==> src/rtl/mem_stage_pkg.sv <==
// mem_stage_pkg
//   Shared types for the memory-access stage.
//   state_t    : stage FSM states (IDLE, ACCESS, WAIT_RD, RESP)
//   op_kind_t  : classification of the accepted op (ALU, LOAD, STORE)
//   FLAG_*     : bit positions of {N,Z,V,C} inside the 4-bit flags word
//   decode_kind: maps the mem_read/mem_write pair to an op kind; a store
//                wins when both are set.
package mem_stage_pkg;

  typedef enum logic [1:0] {
    IDLE    = 2'd0,
    ACCESS  = 2'd1,
    WAIT_RD = 2'd2,
    RESP    = 2'd3
  } state_t;

  typedef enum logic [1:0] {
    OP_ALU   = 2'd0,
    OP_LOAD  = 2'd1,
    OP_STORE = 2'd2
  } op_kind_t;

  localparam int FLAG_N = 3;
  localparam int FLAG_Z = 2;
  localparam int FLAG_V = 1;
  localparam int FLAG_C = 0;

  function automatic op_kind_t decode_kind(input logic rd, input logic wr);
    if (wr) return OP_STORE;
    if (rd) return OP_LOAD;
    return OP_ALU;
  endfunction

endpackage

==> src/rtl/mem_access_stage_vlane_buffer.sv <==
// vlane_buffer
//   VECTOR_WIDTH x WIDTH register file used to assemble vector load data
//   one lane at a time. All lanes are read in parallel.
//   clk, rst : clock, synchronous active-high reset (clears every lane)
//   we       : write enable for the lane selected by lane
//   lane     : lane index to write
//   wdata    : data written into the selected lane
//   rdata    : all lanes concatenated, lane 0 in the least-significant slice
module vlane_buffer #(
  parameter int WIDTH        = 24,
  parameter int VECTOR_WIDTH = 8,
  parameter int LW           = 3
) (
  input  logic                          clk,
  input  logic                          rst,
  input  logic                          we,
  input  logic [LW-1:0]                 lane,
  input  logic [WIDTH-1:0]              wdata,
  output logic [VECTOR_WIDTH*WIDTH-1:0] rdata
);

  logic [WIDTH-1:0] lanes [VECTOR_WIDTH];

  always_ff @(posedge clk) begin
    if (rst) begin
      for (int i = 0; i < VECTOR_WIDTH; i++) lanes[i] <= '0;
    end else if (we) begin
      lanes[lane] <= wdata;
    end
  end

  always_comb begin
    rdata = '0;
    for (int i = 0; i < VECTOR_WIDTH; i++) rdata[i*WIDTH +: WIDTH] = lanes[i];
  end

endmodule

==> src/rtl/mem_access_stage.sv <==
// mem_access_stage
//   Pipeline stage after Execute. Passes ALU results through, or performs a
//   scalar / VECTOR_WIDTH-lane load or store serialized over one single-word
//   synchronous RAM port, then emits a one-cycle valid_o pulse to Writeback.
//
//   Handshake: an op is accepted on a rising edge where valid_i && ready_o.
//   ready_o is high only in IDLE and RESP; while it is low the op inputs are
//   ignored and upstream must hold them. valid_o is high for exactly the one
//   RESP cycle of each op and carries no back-pressure.
//
//   Ports
//     clk, rst                  clock, synchronous active-high reset
//     valid_i / ready_o         Execute handshake
//     is_vector_i, mem_read_i, mem_write_i, reg_write_i, rd_i,
//     alu_result_i, store_data_i, vec_result_i, flags_i   op fields
//     mem_addr_o, mem_wdata_o, mem_we_o, mem_re_o          RAM port (registered)
//     mem_rdata_i               RAM read data, one cycle after mem_re_o
//     valid_o, reg_write_o, is_vector_o, rd_o, flags_o,
//     result_o, vec_result_o, err_o                        Writeback result
//     state_o                   current FSM state, for observation
//
//   Build option: VMEM_ALIGN_CHECK_EN -- when defined, a vector memory op
//   whose base address is not a multiple of VECTOR_WIDTH performs no RAM
//   access and responds with err_o=1, reg_write_o=0, vec_result_o=0.
module mem_access_stage
  import mem_stage_pkg::*;
#(
  parameter int WIDTH        = 24,
  parameter int VECTOR_WIDTH = 8,
  parameter int ADDR_WIDTH   = 16,
  parameter int REG_AW       = 4
) (
  input  logic                          clk,
  input  logic                          rst,
  input  logic                          valid_i,
  output logic                          ready_o,
  input  logic                          is_vector_i,
  input  logic                          mem_read_i,
  input  logic                          mem_write_i,
  input  logic                          reg_write_i,
  input  logic [REG_AW-1:0]             rd_i,
  input  logic [WIDTH-1:0]              alu_result_i,
  input  logic [WIDTH-1:0]              store_data_i,
  input  logic [VECTOR_WIDTH*WIDTH-1:0] vec_result_i,
  input  logic [3:0]                    flags_i,
  output logic [ADDR_WIDTH-1:0]         mem_addr_o,
  output logic [WIDTH-1:0]              mem_wdata_o,
  output logic                          mem_we_o,
  output logic                          mem_re_o,
  input  logic [WIDTH-1:0]              mem_rdata_i,
  output logic                          valid_o,
  output logic                          reg_write_o,
  output logic                          is_vector_o,
  output logic [REG_AW-1:0]             rd_o,
  output logic [3:0]                    flags_o,
  output logic [WIDTH-1:0]              result_o,
  output logic [VECTOR_WIDTH*WIDTH-1:0] vec_result_o,
  output logic                          err_o,
  output state_t                        state_o
);

  localparam int LW = (VECTOR_WIDTH > 1) ? $clog2(VECTOR_WIDTH) : 1;
  localparam int VB = VECTOR_WIDTH * WIDTH;

  state_t            state_q;
  op_kind_t          kind_q;
  logic              vec_q;
  logic              rw_q;
  logic [REG_AW-1:0] rd_q;
  logic [3:0]        flags_q;
  logic [WIDTH-1:0]  alu_q;
  logic [VB-1:0]     vdata_q;
  logic              err_q;
  logic [LW-1:0]     lane_q;
  logic [ADDR_WIDTH-1:0] addr_q;
  logic [WIDTH-1:0]  wdata_q;
  logic              we_q;
  logic              re_q;
  // Read data returns one cycle after the request; these remember which
  // lane the returning word belongs to.
  logic              cap_en_q;
  logic [LW-1:0]     cap_lane_q;

  logic          accept;
  op_kind_t      acc_kind;
  logic          misalign;
  logic [LW-1:0] last_lane;
  logic [LW-1:0] lane_next;
  logic [VB-1:0] buf_data;

  assign ready_o   = (state_q == IDLE) || (state_q == RESP);
  assign accept    = valid_i && ready_o;
  assign acc_kind  = decode_kind(mem_read_i, mem_write_i);
  assign last_lane = vec_q ? LW'(VECTOR_WIDTH - 1) : '0;
  assign lane_next = lane_q + LW'(1);

`ifdef VMEM_ALIGN_CHECK_EN
  assign misalign = is_vector_i && (acc_kind != OP_ALU) &&
                    ((alu_result_i[ADDR_WIDTH-1:0] % ADDR_WIDTH'(VECTOR_WIDTH)) != '0);
`else
  assign misalign = 1'b0;
`endif

  vlane_buffer #(
    .WIDTH        (WIDTH),
    .VECTOR_WIDTH (VECTOR_WIDTH),
    .LW           (LW)
  ) u_buf (
    .clk   (clk),
    .rst   (rst),
    .we    (cap_en_q),
    .lane  (cap_lane_q),
    .wdata (mem_rdata_i),
    .rdata (buf_data)
  );

  always_ff @(posedge clk) begin
    if (rst) begin
      state_q    <= IDLE;
      kind_q     <= OP_ALU;
      vec_q      <= 1'b0;
      rw_q       <= 1'b0;
      rd_q       <= '0;
      flags_q    <= '0;
      alu_q      <= '0;
      vdata_q    <= '0;
      err_q      <= 1'b0;
      lane_q     <= '0;
      addr_q     <= '0;
      wdata_q    <= '0;
      we_q       <= 1'b0;
      re_q       <= 1'b0;
      cap_en_q   <= 1'b0;
      cap_lane_q <= '0;
    end else begin
      cap_en_q   <= re_q;
      cap_lane_q <= lane_q;
      we_q       <= 1'b0;
      re_q       <= 1'b0;
      case (state_q)
        IDLE, RESP: begin
          if (accept) begin
            kind_q  <= acc_kind;
            vec_q   <= is_vector_i;
            rw_q    <= reg_write_i;
            rd_q    <= rd_i;
            flags_q <= flags_i;
            alu_q   <= alu_result_i;
            vdata_q <= vec_result_i;
            err_q   <= misalign;
            lane_q  <= '0;
            addr_q  <= alu_result_i[ADDR_WIDTH-1:0];
            wdata_q <= is_vector_i ? vec_result_i[WIDTH-1:0] : store_data_i;
            if (acc_kind == OP_ALU || misalign) begin
              state_q <= RESP;
            end else begin
              state_q <= ACCESS;
              we_q    <= (acc_kind == OP_STORE);
              re_q    <= (acc_kind == OP_LOAD);
            end
          end else begin
            state_q <= IDLE;
          end
        end
        ACCESS: begin
          if (lane_q == last_lane) begin
            state_q <= (kind_q == OP_LOAD) ? WAIT_RD : RESP;
          end else begin
            lane_q  <= lane_next;
            addr_q  <= addr_q + ADDR_WIDTH'(1);
            wdata_q <= vdata_q[lane_next*WIDTH +: WIDTH];
            we_q    <= (kind_q == OP_STORE);
            re_q    <= (kind_q == OP_LOAD);
          end
        end
        WAIT_RD: state_q <= RESP;
        default: state_q <= IDLE;
      endcase
    end
  end

  assign mem_addr_o  = addr_q;
  assign mem_wdata_o = wdata_q;
  assign mem_we_o    = we_q;
  assign mem_re_o    = re_q;
  assign state_o     = state_q;

  assign valid_o     = (state_q == RESP);
  assign err_o       = valid_o && err_q;
  assign reg_write_o = valid_o && rw_q && !err_q;
  assign is_vector_o = valid_o && vec_q;
  assign rd_o        = valid_o ? rd_q : '0;
  assign flags_o     = valid_o ? flags_q : '0;

  always_comb begin
    result_o     = '0;
    vec_result_o = '0;
    if (valid_o && !err_q) begin
      case (kind_q)
        OP_ALU: begin
          result_o = alu_q;
          if (vec_q) vec_result_o = vdata_q;
        end
        OP_LOAD: begin
          if (vec_q) vec_result_o = buf_data;
          else       result_o     = buf_data[WIDTH-1:0];
        end
        default: ;
      endcase
    end
  end

endmodule

==> config.mk <==
export PLATFORM = sky130hd
export DESIGN_NAME = mem_access_stage
export DESIGN_NICKNAME = d
export VERILOG_FILES = /design/src/rtl/mem_stage_pkg.sv /design/src/rtl/mem_access_stage_vlane_buffer.sv /design/src/rtl/mem_access_stage.sv
export SDC_FILE = /design/constraint.sdc
export NUM_CORES = 1
export LEC_CHECK = 0
export ABC_AREA = 1
export CAP_MARGIN = 20
export CORE_AREA = 2 2 216 218
export CTS_CLUSTER_SIZE = 30
export DETAILED_ROUTE_END_ITERATION = 7
export DIE_AREA = 0 0 218 220
export DONT_BUFFER_PORTS = 1
export MAX_ROUTING_LAYER = met4
export PLACE_DENSITY = 0.77
export SKIP_CTS_REPAIR_TIMING = 1
export SLEW_MARGIN = 20
export SYNTH_ARGS = -nofsm -noshare
export SYNTH_HDL_FRONTEND = slang
export SYNTH_HIERARCHICAL = 1
export SYNTH_SLANG_ARGS = --single-unit
==> constraint.sdc <==
create_clock -name clk -period 3.2 [get_ports clk]
set_input_delay 0.64 -clock clk [delete_from_list [all_inputs] [get_ports clk]]
set_output_delay 0.64 -clock clk [all_outputs]
set_load 0.05 [all_outputs]
Yosys cells after proc, flatten, opt, wreduce, memory -nomap -nowiden
Memories as Yosys holds them, arrays and structs flattened.
Cells that the tools add are included.
{"block": "op_classes", "n_addsub": 2, "n_mul": 1, "div_mod_pow": 0, "magnitude_cmp": 0, "eq_ne": 11, "n_shift": 1, "muxes": 48, "n_bitwise": 0, "reduce_logical": 12}
{"cell": "$mux 192", "count": 3}
{"cell": "$pmux 192 s2", "count": 1}
{"cell": "$shiftx 192x9->24", "count": 1}
{"cell": "$mux 24", "count": 6}
{"cell": "$pmux 24 s2", "count": 2}
{"cell": "$mux 16", "count": 2}
{"cell": "$pmux 16 s2", "count": 1}
{"cell": "$reduce_or 24->1", "count": 1}
{"cell": "$add 16x1->16 const B", "count": 1}
{"cell": "$mux 1", "count": 16}
{"cell": "$mux 2", "count": 7}
{"cell": "$mux 3", "count": 4}
{"cell": "$eq 2x2->1 const B", "count": 4}
{"cell": "$mux 4", "count": 2}
{"cell": "$eq 2x1->1 const B", "count": 3}
{"cell": "$logic_not 2->1", "count": 3}
{"cell": "$ne 2x2->1 const B", "count": 3}
{"cell": "$pmux 2 s3", "count": 1}
{"cell": "$pmux 3 s2", "count": 1}
{"cell": "$mul 3x2->5 const B", "count": 1}
{"cell": "$pmux 1 s2", "count": 2}
{"cell": "$add 3x1->3 const B", "count": 1}
{"cell": "$eq 3x3->1", "count": 1}
{"cell": "$logic_and 1x1->1", "count": 3}
{"cell": "5 further kinds", "count": 5}
{"block": "totals", "ff_bits": 279, "latch_bits": 0, "ramBits": 192, "mem_bits_ro": 0, "input_bits": 279, "mem_count": 1}
{"name": "u_buf.lanes", "depth": 8, "word_bits": 24, "read_ports": 8, "rd_ports_with_merged_regs": 0, "write_ports": 8, "line": "mem_access_stage_vlane_buffer.sv:22", "text": "logic [WIDTH-1:0] lanes [VECTOR_WIDTH];"}

Depth between registers and ports, before layout
{"block": "logic_depth", "word_depth": 8, "depth_mapped": 11, "ltp_nobuf": 11}

Modules after synthesis
The synthesis kept the hierarchy.
{"mod": "mem_access_stage", "n_inst": 1, "cells_each": 2501, "area_each_um2": 15373.5, "seq_area_each_um2": 5585.4}
{"mod": "vlane_buffer", "n_inst": 1, "cells_each": 468, "area_each_um2": 7013.0, "seq_area_each_um2": 5765.5}

Worst setup path after synthesis
OpenSTA, ideal clock, no wires.
{"block": "synth_timing", "path_type": "reg-to-output", "startpoint": "register state_q[1] (netlist: state_o[1])", "endpoint": "output vec_result_o[165]", "arrival_time_ns": 3.065, "path_slack_ns": -0.505, "path_stages_with_launch": 8, "path_buffers": 2, "path_cell_list": "dfxtp_1 -> ha_1 -> nand2_1 -> inv_2 -> nand2_1 -> buf_2 -> buf_1 -> a21oi_1"}
{"block": "synth_between", "elab_chain_len": 2}
{"item": "start: declaration", "line": "mem_access_stage.sv:65", "text": "state_t state_q;"}
{"item": "start signal: assignment", "line": "mem_access_stage.sv:167", "text": "state_q <= (kind_q == OP_LOAD) ? WAIT_RD : RESP;"}
{"item": "$eq 2x2->1", "line": "mem_access_stage.sv:188", "text": "assign valid_o = (state_q == RESP);"}
{"item": "named net valid_o", "line": "mem_access_stage.sv:51", "text": "output logic valid_o,"}
{"item": "$mux 192", "line": "mem_access_stage.sv:198", "text": "if (valid_o && !err_q) begin"}
{"item": "end: declaration", "line": "mem_access_stage.sv:57", "text": "output logic [VECTOR_WIDTH*WIDTH-1:0] vec_result_o,"}
The timed path passes the listed nets, and every way through them passes these cells.

Final worst setup path
{"block": "layout_timing", "startpoint": "register state_q[0] (netlist: state_o[0])", "endpoint": "output result_o[9]"}
{"block": "layout_between", "elab_chain_len": 2}
{"item": "$eq 2x2->1", "line": "mem_access_stage.sv:188"}
{"item": "$mux 24", "line": "mem_access_stage.sv:198"}
{"item": "end: declaration", "line": "mem_access_stage.sv:56", "text": "output logic [WIDTH-1:0] result_o,"}
No other way between the ends.

==> run_results.csv <==
group,metric,value,unit
run_status,status,"complete, but fails checks",
run_status,violations,"design-rule violations, negative setup slack",
synthesis,netlist_instances,2969,
cts,clock-sinks,471,
sta,rsz0062_at_grt,"true",
sta,timing.final.crit_share,100,%
placement,globalplace.congestion,1.03,
sta,finalSetupViolCount,1,
sta,hold-worst-slack,0.117,ns
layout,fill_cells,4161,
synthesis,synth_edf_count,192,
synthesis,synthXorXnorAreaFrac,0.0391,%
layout,design_area,0.0272,mm²
synthesis,synthSimpleGateAreaFrac,22.8,%
synthesis,synth_compound_area_share,18.4,%
cts,cts.root.buffer_cell,"clkbuf_16",
sta,slew_violations,0,
sta,fin_ws,-0.00505,ns
cts,clockBufferDepth,3,
placement,portBuffers,0,
sta,slew_headroom,28.8,%
sta,skew,0.0163,ns
synthesis,synth_seq_cells,471,
route,drc,13,
grt,grt_max_degree,184,
sta,finalHoldViolCount,0,
route,vias_per_cell,6.15,
grt,grt_pass1_wl,138,mm
synthesis,async_reset_ff_share,0,%
cts,insertion_delay,0.60,ns
die,dieHeight,220,µm
synthesis,synth_top_area_share,25.8,%
route,routed_wl,98.7,mm
synthesis,yosysWarnings,6,
synthesis,synth_area_leaders,"edfxtp_1, dfxtp_1, nand2_1",
cts,cts-htree-levels,2,
route,first_pass_iters,8,
die,io_pins,552,
setup_path,worst-path-max-fanout,24,
cts,numCtsBuffers,51,
die,start_util,48.8,%
setup_path,crit_path_end_kind,"output pin",
placement,post_dp_cell_area,0.0254,mm²
sta,fmax,0.312,GHz
flow_run,maxCapViolations,0,
power_and_ir_drop,power_density,824,mW/mm²
die,rows,79,
layout,fin_util,59.4,%
power_and_ir_drop,total_power,22400,µW
sta,worst_pin_slew,1.07,ns
setup_path,cp-start-kind,"register",
synthesis,yosysSeqAreaShare,50.7,%
setup_path,cp_data_arrival_time,2.57,ns
power_and_ir_drop,cellLeakagePower,0.0100,µW
sta,fin_setup_tns,-0.00505,ns
route,vias,22900,
power_and_ir_drop,peakVddDrop,1.11,mV
setup_path,path_class,"register to output pin",
synthesis,synthFlopType,"dfxtp_1",
grt,grt_overflow,0,
layout,nets,3340,
cts,cts_tree,"yes",
cts,path_clk_slew,0.06,ns
route,wire_per_inst,26.5,µm
synthesis,ys_types,30,
die,die-width,218,µm
layout,drive_gt1_share,14.8,%
route,drt_iter0_drc,3438,
synthesis,synth_nets,3253,
die,dieArea,0.0480,mm²
grt,grtUsageTotal,40.6,%
sta,fin_crit,3.21,ns
synthesis,synthAdderAreaFrac,0.279,%
synthesis,syn_avg_cell_area,7.54,µm²
die,core_area,0.0459,mm²
grt,grt_pass1_vias,20600,
layout,area_growth,21.6,%
route,ant_nets,0,
min_path,hp-class,"input port to register",
synthesis,synth_top_family_by_area,"simple AND/OR/NAND/NOR gates",
synthesis,muxShareOfSynthArea,0,%
synthesis,yosys.area.top_type,"edfxtp_1",
grt,antenna_found_initial,14,
placement,dp_hpwl,67.7,mm
synthesis,syn_area,0.0224,mm²
setup_path,required,2.56,ns
==> worst max-delay path: stages (launching register included) <==
cell,delay (ns)
dfxtp_2,0.38
ha_2,0.25
buf_4,0.31
inv_1,0.44
a21oi_1,0.32
buf_4,0.24
==> cell usage in the layout (no fill, tap or decap), types with 93 or more instances in the layout <==
master,n
nand2_1,587
nor2_1,407
a21oi_1,334
dfxtp_1,276
o21ai_0,262
buf_4,204
edfxtp_1,192
inv_1,170
nor3_1,145
nand3_1,98
o21ai_1,93
==> where the power goes <==
part           internal, µW  switching [µW]
clock network          3300            2480
logic                  1950            5340
registers              7560            1800
==> Yosys cell counts, types with 2 or more instances <==
library cell / count
o211ai_1: 30
nand2_1: 591
inv_1: 171
edfxtp_1: 192
nand3_1: 100
clkbuf_1: 141
or2_2: 2
buf_2: 72
buf_1: 17
buf_4: 7
nand3_2: 4
nor2_1: 407
dfxtp_1: 279
buf_6: 4
nor3_1: 145
nand4_1: 6
o21ai_1: 93
ha_1: 5
a21oi_1: 416
o21ai_0: 268
nand3b_1: 2
inv_2: 9
==> flip-flops by register name (all words and copies together) (netlist names) <==
name,count
rd_q,4
mem_we_o,1
flags_q,4
u_buf/lanes,192
vec_q,1
state_o,2
cap_en_q,1
mem_wdata_o,24
kind_q,2
mem_re_o,1
rw_q,1
cap_lane_q,3
mem_addr_o,16
lane_q,3
vdata_q,192
alu_q,24
==> worst paths after layout <==
kind,start,endpoint,slack (ns),cells after the start
setup / recovery,state_o[0],result_o[9],-0.005,5
setup reg to reg,lane_q[1],mem_wdata_o[6],0.69,10
hold reg to reg,vdata_q[33],vdata_q[33],0.47,2
hold / removal,rst,mem_addr_o[1],0.12,1
==> cells by family after synthesis <==
kind of cell    after synthesis
compound gates              809
xor+xnor                      1
fa+ha+maj                     5
buf+inv                     422
flops                       471
other cells                   1
simple gates               1260
==> metrics by stage <==
stage	std cells	setup WS [ns]
finish	3722	-0.00505
global placement	3606	0.423
detailed placement	3606	0.376
CTS	3701	-0.263
global route	3719	-0.0511
floorplan	2969	-0.137
==> layout make-up <==
cell class	instances	area [µm²]	share of cell area [%]
clock buffer	80	1470	5.39
tap	607	759	2.79
sequential	471	11400	41.7
multi-input combinational	2076	9800	36.0
timing repair inverter	1	8.76	0.0322
clock inverter	15	124	0.455
antenna	17	42.5	0.156
inverter	181	706	2.59
timing repair buffer	274	2970	10.9
==> layer usage <==
metal	vias to the layer above	part of all wire [%]	global-route usage, %
met4	0	5.7	20.3
met5	-	0	-
li1	10100	-	-
met3	309	13	10.2
met1	10800	37	52.1
met2	1665	44	59.7
Power figures use the tool's default switching activity.
